$ cat config.mk
export PLATFORM = sky130hd
export DESIGN_NAME = tsn_csr_arbiter_flat
export DESIGN_NICKNAME = d
export VERILOG_FILES = /design/src/rtl/tsn_csr_arbiter_if.sv /design/src/rtl/tsn_csr_arbiter.sv /design/src/flat_wrapper.sv
export SDC_FILE = /design/constraint.sdc
export NUM_CORES = 1
export LEC_CHECK = 0
export ABC_AREA = 1
export CAP_MARGIN = 10
export CORE_AREA = 4 4 140 142
export DETAILED_ROUTE_END_ITERATION = 10
export DIE_AREA = 0 0 144 146
export PLACE_DENSITY = 0.62
export SLEW_MARGIN = 25
export SYNTH_ARGS = -nofsm -noshare
export SYNTH_HDL_FRONTEND = slang
export SYNTH_SLANG_ARGS = --single-unit
$ cat constraint.sdc
create_clock -name clk -period 2.5 [get_ports clk]
set_input_delay 0.25 -clock clk [delete_from_list [all_inputs] [get_ports clk]]
set_output_delay 0.25 -clock clk [all_outputs]
set_load 0.02 [all_outputs]
$ cat src/rtl/tsn_csr_arbiter_if.sv
// ---------------------------------------------------------------------------
// tsn_csr_arbiter_if
// Avalon-MM CSR bus bundle shared by both host ports and the agent port of
// tsn_csr_arbiter.
//   master modport : drives address/write/read/writedata, receives
//                    waitrequest/readdata/readdatavalid (a host, or the
//                    arbiter facing the agent).
//   slave modport  : the opposite direction (the arbiter facing a host, or
//                    the agent itself).
// ---------------------------------------------------------------------------
interface tsn_csr_arbiter_if #(
  parameter int DATA_WIDTH = 32,
  parameter int ADDR_WIDTH = 16
);
  logic [ADDR_WIDTH-1:0] address;
  logic                  write;
  logic                  read;
  logic [DATA_WIDTH-1:0] writedata;
  logic                  waitrequest;
  logic [DATA_WIDTH-1:0] readdata;
  logic                  readdatavalid;

  modport master (
    output address, write, read, writedata,
    input  waitrequest, readdata, readdatavalid
  );

  modport slave (
    input  address, write, read, writedata,
    output waitrequest, readdata, readdatavalid
  );
endinterface

$ cat src/rtl/tsn_csr_arbiter.sv
// ---------------------------------------------------------------------------
// tsn_csr_arbiter
// Shares one Avalon-MM CSR agent between two hosts (management CPU bridge on
// h0, boot configuration sequencer on h1) with round-robin arbitration and a
// single outstanding transaction. Addresses at or above MAP_WORDS complete
// internally: writes are dropped, reads return zero.
//
// Ports:
//   clk, rst_n   single clock, asynchronous active-low reset
//   h0, h1       host buses (slave modport of tsn_csr_arbiter_if)
//   agent        downstream agent bus (master modport)
//   err_o        sticky agent-timeout flag
//   err_clr_i    clears err_o (a timeout in the same cycle wins)
//
// Optional feature: define TSN_CSR_TIMEOUT_EN to add an agent watchdog of
// TIMEOUT_CYCLES cycles; without it the arbiter waits on the agent forever
// and err_o is tied low.
// ---------------------------------------------------------------------------
module tsn_csr_arbiter #(
  parameter int DATA_WIDTH     = 32,
  parameter int ADDR_WIDTH     = 16,
  parameter int MAP_WORDS      = 1024,
  parameter int TIMEOUT_CYCLES = 256
) (
  input  logic              clk,
  input  logic              rst_n,
  tsn_csr_arbiter_if.slave  h0,
  tsn_csr_arbiter_if.slave  h1,
  tsn_csr_arbiter_if.master agent,
  output logic              err_o,
  input  logic              err_clr_i
);

  typedef enum logic [2:0] {IDLE, ISSUE, RDWAIT, DONE, RESP} state_t;

  state_t                state;
  state_t                state_nxt;

  logic                  last_gnt;
  logic                  gnt;
  logic                  is_wr;
  logic [ADDR_WIDTH-1:0] addr;
  logic [DATA_WIDTH-1:0] wdata;
  logic [DATA_WIDTH-1:0] rdata;

  logic                  req0;
  logic                  req1;
  logic                  sel;
  logic                  sel_wr;
  logic                  sel_in_win;
  logic [ADDR_WIDTH-1:0] sel_addr;
  logic [DATA_WIDTH-1:0] sel_wdata;
  logic                  take;
  logic                  cap;
  logic                  tmo;
  logic                  tmo_hit;

  assign req0 = h0.read | h0.write;
  assign req1 = h1.read | h1.write;

  // On a tie the host that was not granted last wins; otherwise the lone
  // requester is chosen.
  assign sel        = (req0 & req1) ? ~last_gnt : req1;
  assign sel_addr   = sel ? h1.address   : h0.address;
  assign sel_wdata  = sel ? h1.writedata : h0.writedata;
  assign sel_wr     = sel ? h1.write     : h0.write;   // write wins over read
  assign sel_in_win = (32'(sel_addr) < 32'(MAP_WORDS));

`ifdef TSN_CSR_TIMEOUT_EN
  localparam int CNT_W = $clog2(TIMEOUT_CYCLES + 1);

  logic [CNT_W-1:0] tmo_cnt;

  always_ff @(posedge clk or negedge rst_n) begin
    if (!rst_n) begin
      tmo_cnt <= '0;
    end else if (take) begin
      tmo_cnt <= '0;
    end else if (state == ISSUE || state == RDWAIT) begin
      tmo_cnt <= tmo_cnt + CNT_W'(1);
    end
  end

  // Fires on the TIMEOUT_CYCLES-th cycle spent in ISSUE/RDWAIT.
  assign tmo = (state == ISSUE || state == RDWAIT) &&
               (tmo_cnt == CNT_W'(TIMEOUT_CYCLES - 1));

  always_ff @(posedge clk or negedge rst_n) begin
    if (!rst_n) begin
      err_o <= 1'b0;
    end else if (tmo_hit) begin
      err_o <= 1'b1;
    end else if (err_clr_i) begin
      err_o <= 1'b0;
    end
  end
`else
  logic unused_clr;

  assign tmo        = 1'b0;
  assign err_o      = 1'b0;
  assign unused_clr = err_clr_i;
`endif

  always_ff @(posedge clk or negedge rst_n) begin
    if (!rst_n) begin
      state <= IDLE;
    end else begin
      state <= state_nxt;
    end
  end

  // Last-grant pointer starts at host 1 so host 0 wins the first tie.
  always_ff @(posedge clk or negedge rst_n) begin
    if (!rst_n) begin
      last_gnt <= 1'b1;
      gnt      <= 1'b0;
      is_wr    <= 1'b0;
    end else if (take) begin
      last_gnt <= sel;
      gnt      <= sel;
      is_wr    <= sel_wr;
    end
  end

  // Transaction payload; only ever observed through state-qualified outputs.
  always_ff @(posedge clk) begin
    if (take) begin
      addr  <= sel_addr;
      wdata <= sel_wdata;
      rdata <= '0;
    end else if (cap) begin
      rdata <= agent.readdata;
    end else if (tmo_hit) begin
      rdata <= '1;
    end
  end

  always_comb begin
    state_nxt           = state;
    take                = 1'b0;
    cap                 = 1'b0;
    tmo_hit             = 1'b0;
    h0.waitrequest      = 1'b1;
    h1.waitrequest      = 1'b1;
    h0.readdatavalid    = 1'b0;
    h1.readdatavalid    = 1'b0;
    h0.readdata         = '0;
    h1.readdata         = '0;
    agent.read          = 1'b0;
    agent.write         = 1'b0;
    agent.address       = '0;
    agent.writedata     = '0;

    unique case (state)
      IDLE: begin
        if (req0 | req1) begin
          take      = 1'b1;
          state_nxt = sel_in_win ? ISSUE : DONE;
        end
      end
      ISSUE: begin
        agent.read      = ~is_wr;
        agent.write     = is_wr;
        agent.address   = addr;
        agent.writedata = wdata;
        if (!agent.waitrequest) begin
          state_nxt = is_wr ? DONE : RDWAIT;
        end else if (tmo) begin
          tmo_hit   = 1'b1;
          state_nxt = DONE;
        end
      end
      RDWAIT: begin
        if (agent.readdatavalid) begin
          cap       = 1'b1;
          state_nxt = DONE;
        end else if (tmo) begin
          tmo_hit   = 1'b1;
          state_nxt = DONE;
        end
      end
      DONE: begin
        h0.waitrequest = gnt;
        h1.waitrequest = ~gnt;
        state_nxt      = is_wr ? IDLE : RESP;
      end
      RESP: begin
        h0.readdatavalid = ~gnt;
        h1.readdatavalid = gnt;
        h0.readdata      = gnt ? '0 : rdata;
        h1.readdata      = gnt ? rdata : '0;
        state_nxt        = IDLE;
      end
      default: state_nxt = IDLE;
    endcase
  end

endmodule

$ cat src/flat_wrapper.sv
// flat-port wrapper written by rule: the top's interface ports become plain ports
module tsn_csr_arbiter_flat 
#(
  parameter int DATA_WIDTH     = 32,
  parameter int ADDR_WIDTH     = 16,
  parameter int MAP_WORDS      = 1024,
  parameter int TIMEOUT_CYCLES = 256
)
  (clk, rst_n, err_o, err_clr_i, h0_address, h0_write, h0_read, h0_writedata, h0_waitrequest, h0_readdata, h0_readdatavalid, h1_address, h1_write, h1_read, h1_writedata, h1_waitrequest, h1_readdata, h1_readdatavalid, agent_address, agent_write, agent_read, agent_writedata, agent_waitrequest, agent_readdata, agent_readdatavalid);
  tsn_csr_arbiter_if #(.DATA_WIDTH(DATA_WIDTH), .ADDR_WIDTH(ADDR_WIDTH)) h0_i ();
  tsn_csr_arbiter_if #(.DATA_WIDTH(DATA_WIDTH), .ADDR_WIDTH(ADDR_WIDTH)) h1_i ();
  tsn_csr_arbiter_if #(.DATA_WIDTH(DATA_WIDTH), .ADDR_WIDTH(ADDR_WIDTH)) agent_i ();
  input  logic clk;
  input  logic rst_n;
  output logic err_o;
  input  logic err_clr_i;
  input wire logic [$bits(h0_i.address)-1:0] h0_address;
  input wire logic [$bits(h0_i.write)-1:0] h0_write;
  input wire logic [$bits(h0_i.read)-1:0] h0_read;
  input wire logic [$bits(h0_i.writedata)-1:0] h0_writedata;
  output wire logic [$bits(h0_i.waitrequest)-1:0] h0_waitrequest;
  output wire logic [$bits(h0_i.readdata)-1:0] h0_readdata;
  output wire logic [$bits(h0_i.readdatavalid)-1:0] h0_readdatavalid;
  input wire logic [$bits(h1_i.address)-1:0] h1_address;
  input wire logic [$bits(h1_i.write)-1:0] h1_write;
  input wire logic [$bits(h1_i.read)-1:0] h1_read;
  input wire logic [$bits(h1_i.writedata)-1:0] h1_writedata;
  output wire logic [$bits(h1_i.waitrequest)-1:0] h1_waitrequest;
  output wire logic [$bits(h1_i.readdata)-1:0] h1_readdata;
  output wire logic [$bits(h1_i.readdatavalid)-1:0] h1_readdatavalid;
  output wire logic [$bits(agent_i.address)-1:0] agent_address;
  output wire logic [$bits(agent_i.write)-1:0] agent_write;
  output wire logic [$bits(agent_i.read)-1:0] agent_read;
  output wire logic [$bits(agent_i.writedata)-1:0] agent_writedata;
  input wire logic [$bits(agent_i.waitrequest)-1:0] agent_waitrequest;
  input wire logic [$bits(agent_i.readdata)-1:0] agent_readdata;
  input wire logic [$bits(agent_i.readdatavalid)-1:0] agent_readdatavalid;
  assign h0_i.address = h0_address;
  assign h0_i.write = h0_write;
  assign h0_i.read = h0_read;
  assign h0_i.writedata = h0_writedata;
  assign h0_waitrequest = h0_i.waitrequest;
  assign h0_readdata = h0_i.readdata;
  assign h0_readdatavalid = h0_i.readdatavalid;
  assign h1_i.address = h1_address;
  assign h1_i.write = h1_write;
  assign h1_i.read = h1_read;
  assign h1_i.writedata = h1_writedata;
  assign h1_waitrequest = h1_i.waitrequest;
  assign h1_readdata = h1_i.readdata;
  assign h1_readdatavalid = h1_i.readdatavalid;
  assign agent_address = agent_i.address;
  assign agent_write = agent_i.write;
  assign agent_read = agent_i.read;
  assign agent_writedata = agent_i.writedata;
  assign agent_i.waitrequest = agent_waitrequest;
  assign agent_i.readdata = agent_readdata;
  assign agent_i.readdatavalid = agent_readdatavalid;
  tsn_csr_arbiter #(.DATA_WIDTH(DATA_WIDTH), .ADDR_WIDTH(ADDR_WIDTH), .MAP_WORDS(MAP_WORDS), .TIMEOUT_CYCLES(TIMEOUT_CYCLES)) u_core (.clk(clk), .rst_n(rst_n), .h0(h0_i), .h1(h1_i), .agent(agent_i), .err_o(err_o), .err_clr_i(err_clr_i));
endmodule
-- Word level (Yosys, flattened, before mapping)
Cells that the tools add are included.
- order comparisons: 1
- eq/ne operators: 7
- mux-type cells: 28
- bitwise logic cells: 7
- reductions and logical operators: 2
- operators by type and width (kind ; count):
    2-to-1 mux 32 bit ; 7
    2-to-1 mux 16 bit ; 2
    < comparator 16 x 11 -> 1 bit (second input constant) ; 1
    2-to-1 mux 1 bit ; 13
    2-to-1 mux 3 bit ; 4
    case mux 3 bit (4 select lines) ; 1
    equality test 3 x 2 -> 1 bit (second input constant) ; 2
    inequality test 2 bit (second input constant) ; 2
    equality test 3 x 1 -> 1 bit (second input constant) ; 1
    equality test 3 bit (second input constant) ; 1
    logical NOT 3 bit ; 1
    inverter 1 bit ; 3
    bitwise OR 1 bit ; 3
    AND reduction 3 bit ; 1
    2-to-1 mux 2 bit ; 1
    inequality test 2 x 1 -> 1 bit (second input constant) ; 1
    AND 1 bit ; 1
- bits in registers: 86
- logic and storage cells: 52

-- Longest topological paths before layout
Gate-level depths: netlist of run 1.
- depth after elaboration: 8
- depth in mapped cells: 12
- gate-level depth less buffers: 11

-- Worst setup path before layout of run 1
No wires, ideal clock.
- path type: reg2reg
- from: register u_core.state[1]
- to: register u_core.addr[0], enable pin
- setup time: 387 ps
- arrival time: 1429 ps
- required time: 2113 ps
- slack: 684 ps
- cell stages (with the launch flop): 3
- period minus slack after synthesis: 1816 ps
- cell sequence: dfrtp_1 nor4_2 buf_2
- longest elaborated chain between the ends: 2
- ends and longest elaborated chain (what ; RTL line ; text):
    start, declared ; tsn_csr_arbiter.sv:36 ; state_t state;
    start signal, assigned ; tsn_csr_arbiter.sv:109 ; state <= state_nxt;
    logical NOT 3 bit ; tsn_csr_arbiter.sv:155 ; unique case (state)
    2-to-1 mux 1 bit ; tsn_csr_arbiter.sv:155 ;
    net u_core.take ; tsn_csr_arbiter.sv:53 ; logic take;
    end signal, assigned ; tsn_csr_arbiter.sv:129 ; addr <= sel_addr;
    end, declared ; tsn_csr_arbiter.sv:42 ; logic [ADDR_WIDTH-1:0] addr;
The timed path passes the listed nets, and every way through them passes these cells.
A chain may end at the register's enable or synchronous reset.

-- Worst setup path in the final report of run 1
- from: register u_core.state[2]
- to: output agent_writedata[28]
- longest elaborated chain between the ends: 2
- ends and longest elaborated chain (what ; RTL line ; text):
    equality test 3 x 1 -> 1 bit ; tsn_csr_arbiter.sv:155 ;
    2-to-1 mux 32 bit ; tsn_csr_arbiter.sv:155 ;
    end, declared ; flat_wrapper.sv:34 ; output wire logic [$bits(agent_i.writedata)-1:0] agent_writedata;
No other way between the ends.

==> metrics, run 1 <==
status=finished clean; fmax=417 MHz; WS Path Type=reg -> out; Comb power frac=48.1%; Initial Util=24.5%; placed insts=roughly 1000; Critical Path RT=between 2 and 2.5 ns; Synth top area share=about a third; I/O pin total=~260; YS warnings=0; clock slew at reported path FFs=around 0.060 ns; Post-Synthesis Cells=around 580; fin cells=about 1100; drt first pass iters=5; Relative slew margins=56.2%; Syn Area/Cell=about 8 µm²; grt ovf=0; Post-synth EDFFs=between 40 and 50; ys async rst share=approximately 7%; CTS buffer count=9; Reg power frac=roughly a third; worst min path class=in -> async; layout cell share with drive strength beyond 1=between 8 and 9%; Root Buffer=clkbuf_16; Iter 0 DRT Violations=around 130; Multi-input gate area=1720 µm²; commonest cells in the netlist=152 x nor2_1, 143 x nand2_1, 88 x inv_1, 48 x edfxtp_1, 32 x dfxtp_1; max-slew violation count=0; sequential share of the synthesized area=approximately 49%; synthesized area=approximately 4500 µm²; CTS tree=yes; antenna viol nets, final=0; crit-path max FO=between 50 and 60; Post-DP Area=approximately 7200 µm²; Port Buf Inserts=between 200 and 300; fill count=between 1500 and 2000; core area=roughly 18000 µm²; switching power share of the total=~40%; final worst-path cycle share=a little over nine tenths; post-synthesis register bit count=86; Syn Nets=roughly 700; die area=21000 µm²; Sw Pwr=around 2.8 mW; # Post-CTS Setup Buffers=0; Worst EP arrival=2.15 ns; crit start category=register; Max VDD drop=around 480 µV; number of vias per cell=between 4 and 5; Final Cell Area=7700 µm²; die width=roughly 140 µm; Leak=between 4 and 5 nW; minimum clock period=roughly 2.4 ns; library cells used by synthesis=31; row count=50; Setup crit end kind=primary output; largest net degree at the start of global routing=between 50 and 60; final hold vios=0; PD cells=933 nW/µm²; Vias=around 4300; DRC violations left=0; max cap viols=0; area grow syn2layout=70.5%; GP Congestion=about 0.75; Register Area=roughly 2200 µm²; H-tree levels=3; clock power share=a little under a fifth; All-Layer GR Usage=12.6%; worst-margin pin slew=roughly 0.66 ns; Int Pwr=4.35 mW; first-pass GRT wire length=approximately 21 mm; Setup Total Neg Slack=0 ns; Avg WL per Cell=about 13 µm; Hold Buf Count CTS=0; clk buf depth=2; antenna violations before repair=0; Synth Flop Type=edfxtp_1; DP HPWL=10.2 mm; clock skew=around 0.012 ns; CTS Sinks=between 80 and 90; RSZ-0062 raised after global routing=false; vias in the first global route=around 4000; Layout Nets=~950; synth top area cells=edfxtp_1 32%, dfxtp_1 14%, nor2_1 13%, nand2_1 12%, inv_1 7.3%; largest area contributor in the netlist=edfxtp_1; final WL=14.0 mm; # diodes=0; Setup Viol. Count Final=0; count leader, synth=nor2_1; later-pin clock latency in the skew report=between 0.3 and 0.4 ns; die height=146 µm
cell type report:
cell class	instances	share of cell area, %
inverter	94	4.68
multi-input combinational	364	22.4
timing repair buffer	260	36.2
clock buffer	10	2.97
sequential	86	29.0
clock inverter	6	0.894
tap	234	3.80
worst paths after layout:
kind	depth (start not counted)	slack (ns)	endpoint	from
max in group asynchronous	1	2.07	u_core.last_gnt$_DFFE_PN1P_	rst_n
max reg2reg	6	0.74	u_core.addr[8]$_DFFE_PP_	u_core.last_gnt$_DFFE_PN1P_
min	1	0.15	u_core.gnt$_DFFE_PN0P_	rst_n
max	6	0.1	agent_writedata[28]	u_core.state[2]$_DFFE_PN0P_
min reg2reg	2	0.49	u_core.rdata[23]$_SDFFE_PP0P_	u_core.rdata[23]$_SDFFE_PP0P_
min in group clk	2	0.49	u_core.rdata[23]$_SDFFE_PP0P_	u_core.rdata[23]$_SDFFE_PP0P_
registers in the layout, indices dropped and copies added (netlist names):
| register | count |
|---|---|
| u_core.addr | 16 |
| u_core.gnt | 1 |
| u_core.is_wr | 1 |
| u_core.last_gnt | 1 |
| u_core.rdata | 32 |
| u_core.state | 3 |
| u_core.wdata | 32 |
cells in the final DEF, fill, tap and decap left out, types with 2 or more instances in the layout:
cell type | synthesis | final
a211oi_1 | 8 | 8
clkdlybuf4s50_1 | 0 | 186
nor2_2 | 5 | 5
nor2_4 | 2 | 2
clkbuf_16 | 0 | 9
nor2_1 | 152 | 152
buf_4 | 4 | 3
nor3_1 | 2 | 2
o21ai_0 | 3 | 3
nand3_1 | 9 | 9
a211oi_2 | 24 | 24
nand2_2 | 6 | 6
dlygate4sd2_1 | 0 | 4
nand2_1 | 143 | 143
inv_6 | 0 | 2
inv_1 | 88 | 88
dlymetal6s2s_1 | 0 | 63
dfrtp_1 | 5 | 4
edfxtp_1 | 48 | 48
dfxtp_1 | 32 | 32
inv_2 | 5 | 3
inv_4 | 1 | 3
buf_12 | 0 | 4
power groups by stage:
| stage | registers (mW) | logic [mW] | clock network, mW |
|---|---|---|---|
| floorplan | 2.36 | 2.15 | 0 |
| finish | 2.36 | 3.45 | 1.37 |
| CTS | 2.36 | 3.53 | 1.43 |
| global placement | 2.38 | 3.51 | 0 |
| global route | 2.41 | 3.78 | 1.49 |
| detailed placement | 2.39 | 3.52 | 0 |
metrics by stage:
step / util, % / power, mW / hold slack, ns / worst slack [ns]
after global placement: 39.2 / 5.89 / 0.476 / 0.255
after global routing: 41.7 / 7.68 / 0.155 / 0.00168
after floorplan: - / 4.51 / -0.0456 / 0.684
after detailed placement: 39.2 / 5.91 / 0.476 / 0.224
after CTS: 40.9 / 7.33 / 0.137 / 0.0160
final: 41.7 / 7.18 / 0.153 / 0.0996
worst max-delay path, stage by stage, from the launching register on:
cell	delay (ns)
dfrtp_1	0.37
buf_4	0.16
nor3_1	0.21
inv_2	0.07
buf_12	0.18
nor2_1	0.13
clkdlybuf4s50_1	0.65
what timing repair did:
item,in CTS,in global routing
endpoints found under the hold margin,0,0
gates resized for setup,7,63
setup endpoints to repair,68,63
cells by family (layout without fill, tap and decap cells):
| group | after synthesis | count (layout) | synth area share, % |
|---|---|---|---|
| DFF | 86 | 86 | 49.5 |
| buffers and inverters | 125 | 370 | 12.6 |
| AOI/OAI and AO/OA | 39 | 39 | 9.09 |
| and+or+nand+nor | 324 | 324 | 28.8 |
| other | 1 | 1 | 0.0830 |
layer usage:
metal / up-vias / wire, µm / track usage (%)
li1: 2228 / - / -
met1: 1879 / 5520 / 14.0
met2: 153 / 6840 / 21.3
met3: 18 / 1370 / 5.32
met4: 0 / 272 / 4.57
met5: - / 0 / 0
No activity file was read; power rests on OpenSTA's default activity.
==> run 2, diff against run 1 <==
- CORE_AREA: 4 4 140 142 -> 2 2 138 140
- DIE_AREA: 0 0 144 146 -> 0 0 140 142
- GPL_TIMING_DRIVEN: default -> 1
==> metrics, run 2 (synthesized netlist as in run 1, its figures left out) <==
Port Buf Inserts=253 (unchanged); Vias=4301 (was 4278); vias in the first global route=4014 (was 3995); later-pin clock latency in the skew report=0.34 ns (was 0.35 ns); CTS tree=yes (unchanged); # Post-CTS Setup Buffers=0 (unchanged); die area=19900 µm² (was 21000 µm²); PD cells=930 nW/µm² (was 933 nW/µm²); Layout Nets=954 (was 952); drt first pass iters=7 (was 5); Relative slew margins=65.4% (was 56.2%); Setup Viol. Count Final=0 (unchanged); minimum clock period=2.36 ns (was 2.40 ns); status=finished with violations (was finished clean); clk buf depth=2 (unchanged); die height=142 µm (was 146 µm); clock skew=0.00922 ns (was 0.0117 ns); I/O pin total=256 (unchanged); worst min path class=in -> async (unchanged); worst-margin pin slew=0.520 ns (was 0.657 ns); DRC violations left=14 (was 0); row count=50 (unchanged); final WL=13.2 mm (was 14.0 mm); fill count=1839 (was 1826); r2r endpoint=u_core.gnt$_DFFE_PN0P_ (was u_core.addr[8]$_DFFE_PP_); antenna violations before repair=0 (unchanged); crit-path max FO=53 (unchanged); crit start category=register (unchanged); Hold Buf Count CTS=0 (unchanged); WS Path Type=reg -> out (unchanged); commonest non-fill, non-tap cells in the layout=188 x clkdlybuf4s50_1, 152 x nor2_1, 143 x nand2_1 (was 186 x clkdlybuf4s50_1, 152 x nor2_1, 143 x nand2_1); fmax=424 MHz (was 417 MHz); die width=140 µm (was 144 µm); final worst-path cycle share=94.3% (was 96.0%); Worst EP arrival=2.11 ns (was 2.15 ns); Critical Path RT=2.25 ns (about the same); max cap viols=0 (unchanged); r2r setup slk=0.87 ns (was 0.74 ns); Setup crit end kind=primary output (unchanged); grt ovf=0 (unchanged); Initial Util=24.5% (unchanged); RSZ-0062 raised after global routing=false (unchanged); core area=18500 µm² (unchanged); Post-DP Area=7250 µm² (was 7240 µm²); Avg WL per Cell=12.5 µm (was 13.3 µm); final hold vios=0 (unchanged); reg2reg path depth=4 (was 6); Setup Total Neg Slack=0 ns (unchanged); R2R Path Start=u_core.state[0]$_DFFE_PN0P_ (was u_core.last_gnt$_DFFE_PN1P_); CTS buffer count=9 (unchanged); CTS Sinks=86 (unchanged); Leak=4.33 nW (was 4.34 nW); area grow syn2layout=70.7% (was 70.5%); max-slew violation count=0 (unchanged); Root Buffer=clkbuf_16 (unchanged); largest net degree at the start of global routing=54 (unchanged); number of vias per cell=4.07 (was 4.06); Max VDD drop=444 µV (was 480 µV); final hold slack=0.147 ns (was 0.153 ns); All-Layer GR Usage=12.9% (was 12.6%); failing checks=design-rule violations; layout cell share with drive strength beyond 1=8.64% (was 8.66%); H-tree levels=3 (unchanged); antenna viol nets, final=0 (unchanged); GP Congestion=0.782 (was 0.753); clock slew at reported path FFs=0.07 ns (was 0.06 ns); Iter 0 DRT Violations=171 (was 133); most common cell after layout, fill and taps aside=clkdlybuf4s50_1 (unchanged); Final Cell Area=7710 µm² (was 7700 µm²); Regs by FF count=u_core.rdata: 32 flops, u_core.wdata: 32 flops, u_core.addr: 16 flops (unchanged); DP HPWL=9.66 mm (was 10.2 mm); first-pass GRT wire length=20.4 mm (was 20.8 mm); # diodes=0 (unchanged)
## run 2: routing by layer
layer  vias up  track usage, %  share of wire, %
met4         0            5.48               1.8
li1       2234               -                 -
met2       157            22.5                50
met1      1897            14.5                40
met3        13            4.48               9.0
met5         -               0                 0
## run 2: critical path, stage by stage, from the launching register on
cell and delay [ns]:
dfrtp_1 0.46, nor3_1 0.26, inv_2 0.07, buf_12 0.17
nor2_1 0.12, clkdlybuf4s50_1 0.65
## run 2: timing repair
item	in CTS	in global routing
endpoints found under the hold margin	0	0
setup endpoints to repair	64	63
gates resized for setup	4	63
## run 2: worst max-delay path by stage
stage / from / to / slack (ns) / cells past startpoint
2_1_floorplan: u_core.state[1]$_DFFE_PN0P_ / u_core.addr[0]$_DFFE_PP_ / 0.68 / 2
3_3_place_gp: h0_write / u_core.state[1]$_DFFE_PN0P_ / 0.34 / 11
3_5_place_dp: u_core.state[0]$_DFFE_PN0P_ / h1_readdata[27] / 0.32 / 7
6_report: u_core.state[1]$_DFFE_PN0P_ / agent_address[13] / 0.14 / 5
5_1_grt: u_core.state[1]$_DFFE_PN0P_ / agent_writedata[0] / 0.002 / 5
4_1_cts: u_core.state[0]$_DFFE_PN0P_ / h1_readdata[1] / 0.01 / 7
## run 2: power by group
group | switching, mW | internal, mW
Sequential | 0.155 | 2.19
Clock | 0.590 | 0.783
Combinational | 2.07 | 1.39
## run 2: area by class of cell
class | count | area [µm²] | share of cell area [%]
sequential | 86 | 2230 | 29.0
inverter | 94 | 360 | 4.68
clock inverter | 6 | 68.8 | 0.893
tap | 234 | 293 | 3.80
clock buffer | 10 | 229 | 2.97
multi-input combinational | 364 | 1730 | 22.4
timing repair buffer | 262 | 2790 | 36.2
## run 2: metrics by stage
stage | util (%) | setup slack (ns) | cells | power [mW]
floorplan | - | 0.684 | 575 | 4.51
global placement | 39.3 | 0.335 | 1040 | 5.85
detailed placement | 39.3 | 0.316 | 1040 | 5.89
CTS | 40.9 | 0.0144 | 1056 | 7.31
global route | 41.8 | 0.00220 | 1056 | 7.69
finish | 41.8 | 0.143 | 1056 | 7.17
==> run 3, diff against run 2 <==
- clock period: 2.5 -> 2.3 ns (I/O delays scaled with it)
==> metrics, run 3 (synthesized netlist as in run 1, its figures left out) <==
status=finished with violations (unchanged); failing checks=design-rule violations (unchanged); CTS tree=yes (unchanged); max incr delay on CP=0.66 ns (was 0.65 ns); DRC violations left=14 (unchanged); Register Area=2230 µm² (unchanged); Setup Total Neg Slack=0 ns (unchanged); Comb power frac=45.5% (was 48.2%); grt ovf=0 (unchanged); Reg power frac=32.6% (was 32.7%); most common cell after layout, fill and taps aside=nor2_1 (was clkdlybuf4s50_1); die width=140 µm (unchanged); Multi-input gate area=1730 µm² (unchanged); max-slew violation count=0 (unchanged); DRT met1 WL=5.24 mm (was 5.21 mm); largest net degree at the start of global routing=54 (unchanged); Setup crit end kind=primary output (unchanged); crit-path max FO=5 (was 53); Max Used Layer=met4 (unchanged); Initial Util=24.5% (unchanged); Int Pwr=4.78 mW (was 4.36 mW); antenna violations before repair=0 (unchanged); CTS Sinks=86 (unchanged); Layout Nets=958 (was 954); RSZ-0062 raised after global routing=false (unchanged); commonest non-fill, non-tap cells in the layout=152 x nor2_1, 143 x nand2_1, 139 x clkdlybuf4s50_1 (was 188 x clkdlybuf4s50_1, 152 x nor2_1, 143 x nand2_1); final worst-path cycle share=between 90% and 100%; area grow syn2layout=66.1% (was 70.7%); met3 wire length=1.21 mm (was 1.18 mm); worst setup margin=0.125 ns (was 0.143 ns); H-tree levels=3 (unchanged); Worst EP arrival=1.94 ns (was 2.11 ns); I/O pin total=256 (unchanged); metal2 WL=6.54 mm (about the same); Crit-path slowest cell=clkdlybuf4s50_1 (unchanged); fill count=1941 (was 1839); Vias=4304 (was 4301); die area=19900 µm² (unchanged); post-place setup slack=0.152 ns (was 0.316 ns); PD cells=1050 nW/µm² (was 930 nW/µm²); clock power share=21.9% (was 19.2%); DP HPWL=9.89 mm (was 9.66 mm); total power=7.85 mW (was 7.17 mW); later-pin clock latency in the skew report=0.34 ns (about the same); crit start category=register (unchanged); crit-path cells=nor3b_1 > inv_1 > nor2_2 > clkdlybuf4s50_1 (was nor3_1 > inv_2 > buf_12 > nor2_1 > clkdlybuf4s50_1); Max VDD drop=655 µV (was 444 µV); drt first pass iters=11 (was 7); max cap viols=0 (unchanged); fmax=roughly 460 MHz; # diodes=0 (unchanged); vias in the first global route=4046 (was 4014); Regs by FF count=u_core.rdata: 32 flops, u_core.wdata: 32 flops, u_core.addr: 16 flops (unchanged); core area=18500 µm² (unchanged); reg2reg path depth=3 (was 4); antenna viol nets, final=0 (unchanged); clk buf depth=2 (unchanged); fin cells=1060 (was 1056); Avg WL per Cell=12.5 µm (about the same); Root Buffer=clkbuf_16 (unchanged); row count=50 (unchanged); Port Buf Inserts=253 (unchanged); All-Layer GR Usage=13.2% (was 12.9%); final hold vios=0 (unchanged); clock skew=0.00982 ns (was 0.00922 ns); CTS buffer count=9 (unchanged); Leak=3.67 nW (was 4.33 nW); switching power share of the total=39.1% (was 39.2%); minimum clock period=between 2 and 2.5 ns; first-pass GRT wire length=20.8 mm (was 20.4 mm); Sw Pwr=3.07 mW (was 2.81 mW); worst min path class=in -> async (unchanged); Iter 0 DRT Violations=139 (was 171); layout cell share with drive strength beyond 1=9.56% (was 8.64%); Hold Buf Count CTS=0 (unchanged); final WL=13.2 mm (about the same); WS Path Type=reg -> out (unchanged); die height=142 µm (unchanged); clock slew at reported path FFs=0.07 ns (about the same); Critical Path RT=2.07 ns (was 2.25 ns); Setup Viol. Count Final=0 (unchanged); placed insts=1044 (was 1040); GP Congestion=0.760 (was 0.782); number of vias per cell=4.06 (was 4.07)
## run 3: routing by layer
layer / track usage, % / vias up
met2: 23.2 / 161
met5: 0 / -
met1: 14.7 / 1883
li1: - / 2242
met3: 5.18 / 18
met4: 4.57 / 0
## run 3: stage by stage
step	utilization [%]	hold WS [ns]	cell area, µm²
after floorplan	-	-0.0656	4520
after global routing	40.6	0.142	7500
after detailed placement	39.5	0.477	7290
final	40.6	0.130	7500
after CTS	40.6	0.130	7500
after global placement	39.5	0.477	7290
## run 3: area by class of cell
cell class,count,area share (%)
multi-input cells,364,23.1
clock inverters,6,1.58
well taps,234,3.90
flip-flops and latches,86,29.8
inverters,94,4.80
clock buffers,10,3.05
repair buffers,266,33.8
## run 3: repair_timing
item	CTS	global route
endpoints found under the setup margin	114	11
buffers inserted	0	0
resized for setup	116	14
cloned	0	0
## run 3: critical path, delay by kind of cell, from the launching register on
kind                   cells  cell delay (ns)
buffers and inverters      2             0.76
DFF                        1             0.46
and+or+nand+nor            2             0.39
## run 3: path summary, 6_finish.rpt
| check | to | slack (ns) | startpoint |
|---|---|---|---|
| max | h1_readdatavalid | 0.13 | u_core.state[1]$_DFFE_PN0P_ |
| min | u_core.state[0]$_DFFE_PN0P_ | 0.13 | rst_n |
| max reg2reg | u_core.addr[5]$_DFFE_PP_ | 0.62 | u_core.state[0]$_DFFE_PN0P_ |
| min reg2reg | u_core.rdata[28]$_SDFFE_PP0P_ | 0.49 | u_core.rdata[28]$_SDFFE_PP0P_ |
| max in group asynchronous | u_core.last_gnt$_DFFE_PN1P_ | 1.88 | rst_n |
| min in group clk | u_core.state[0]$_DFFE_PN0P_ | 0.46 | agent_waitrequest |
## run 3: power groups by stage
stage | registers [mW] | clock network, mW | logic, mW
5_1_grt | 2.62 | 1.84 | 3.98
2_1_floorplan | 2.56 | 0 | 2.34
4_1_cts | 2.56 | 1.79 | 3.66
6_report | 2.56 | 1.72 | 3.57
3_5_place_dp | 2.60 | 0 | 3.90
3_3_place_gp | 2.58 | 0 | 3.87
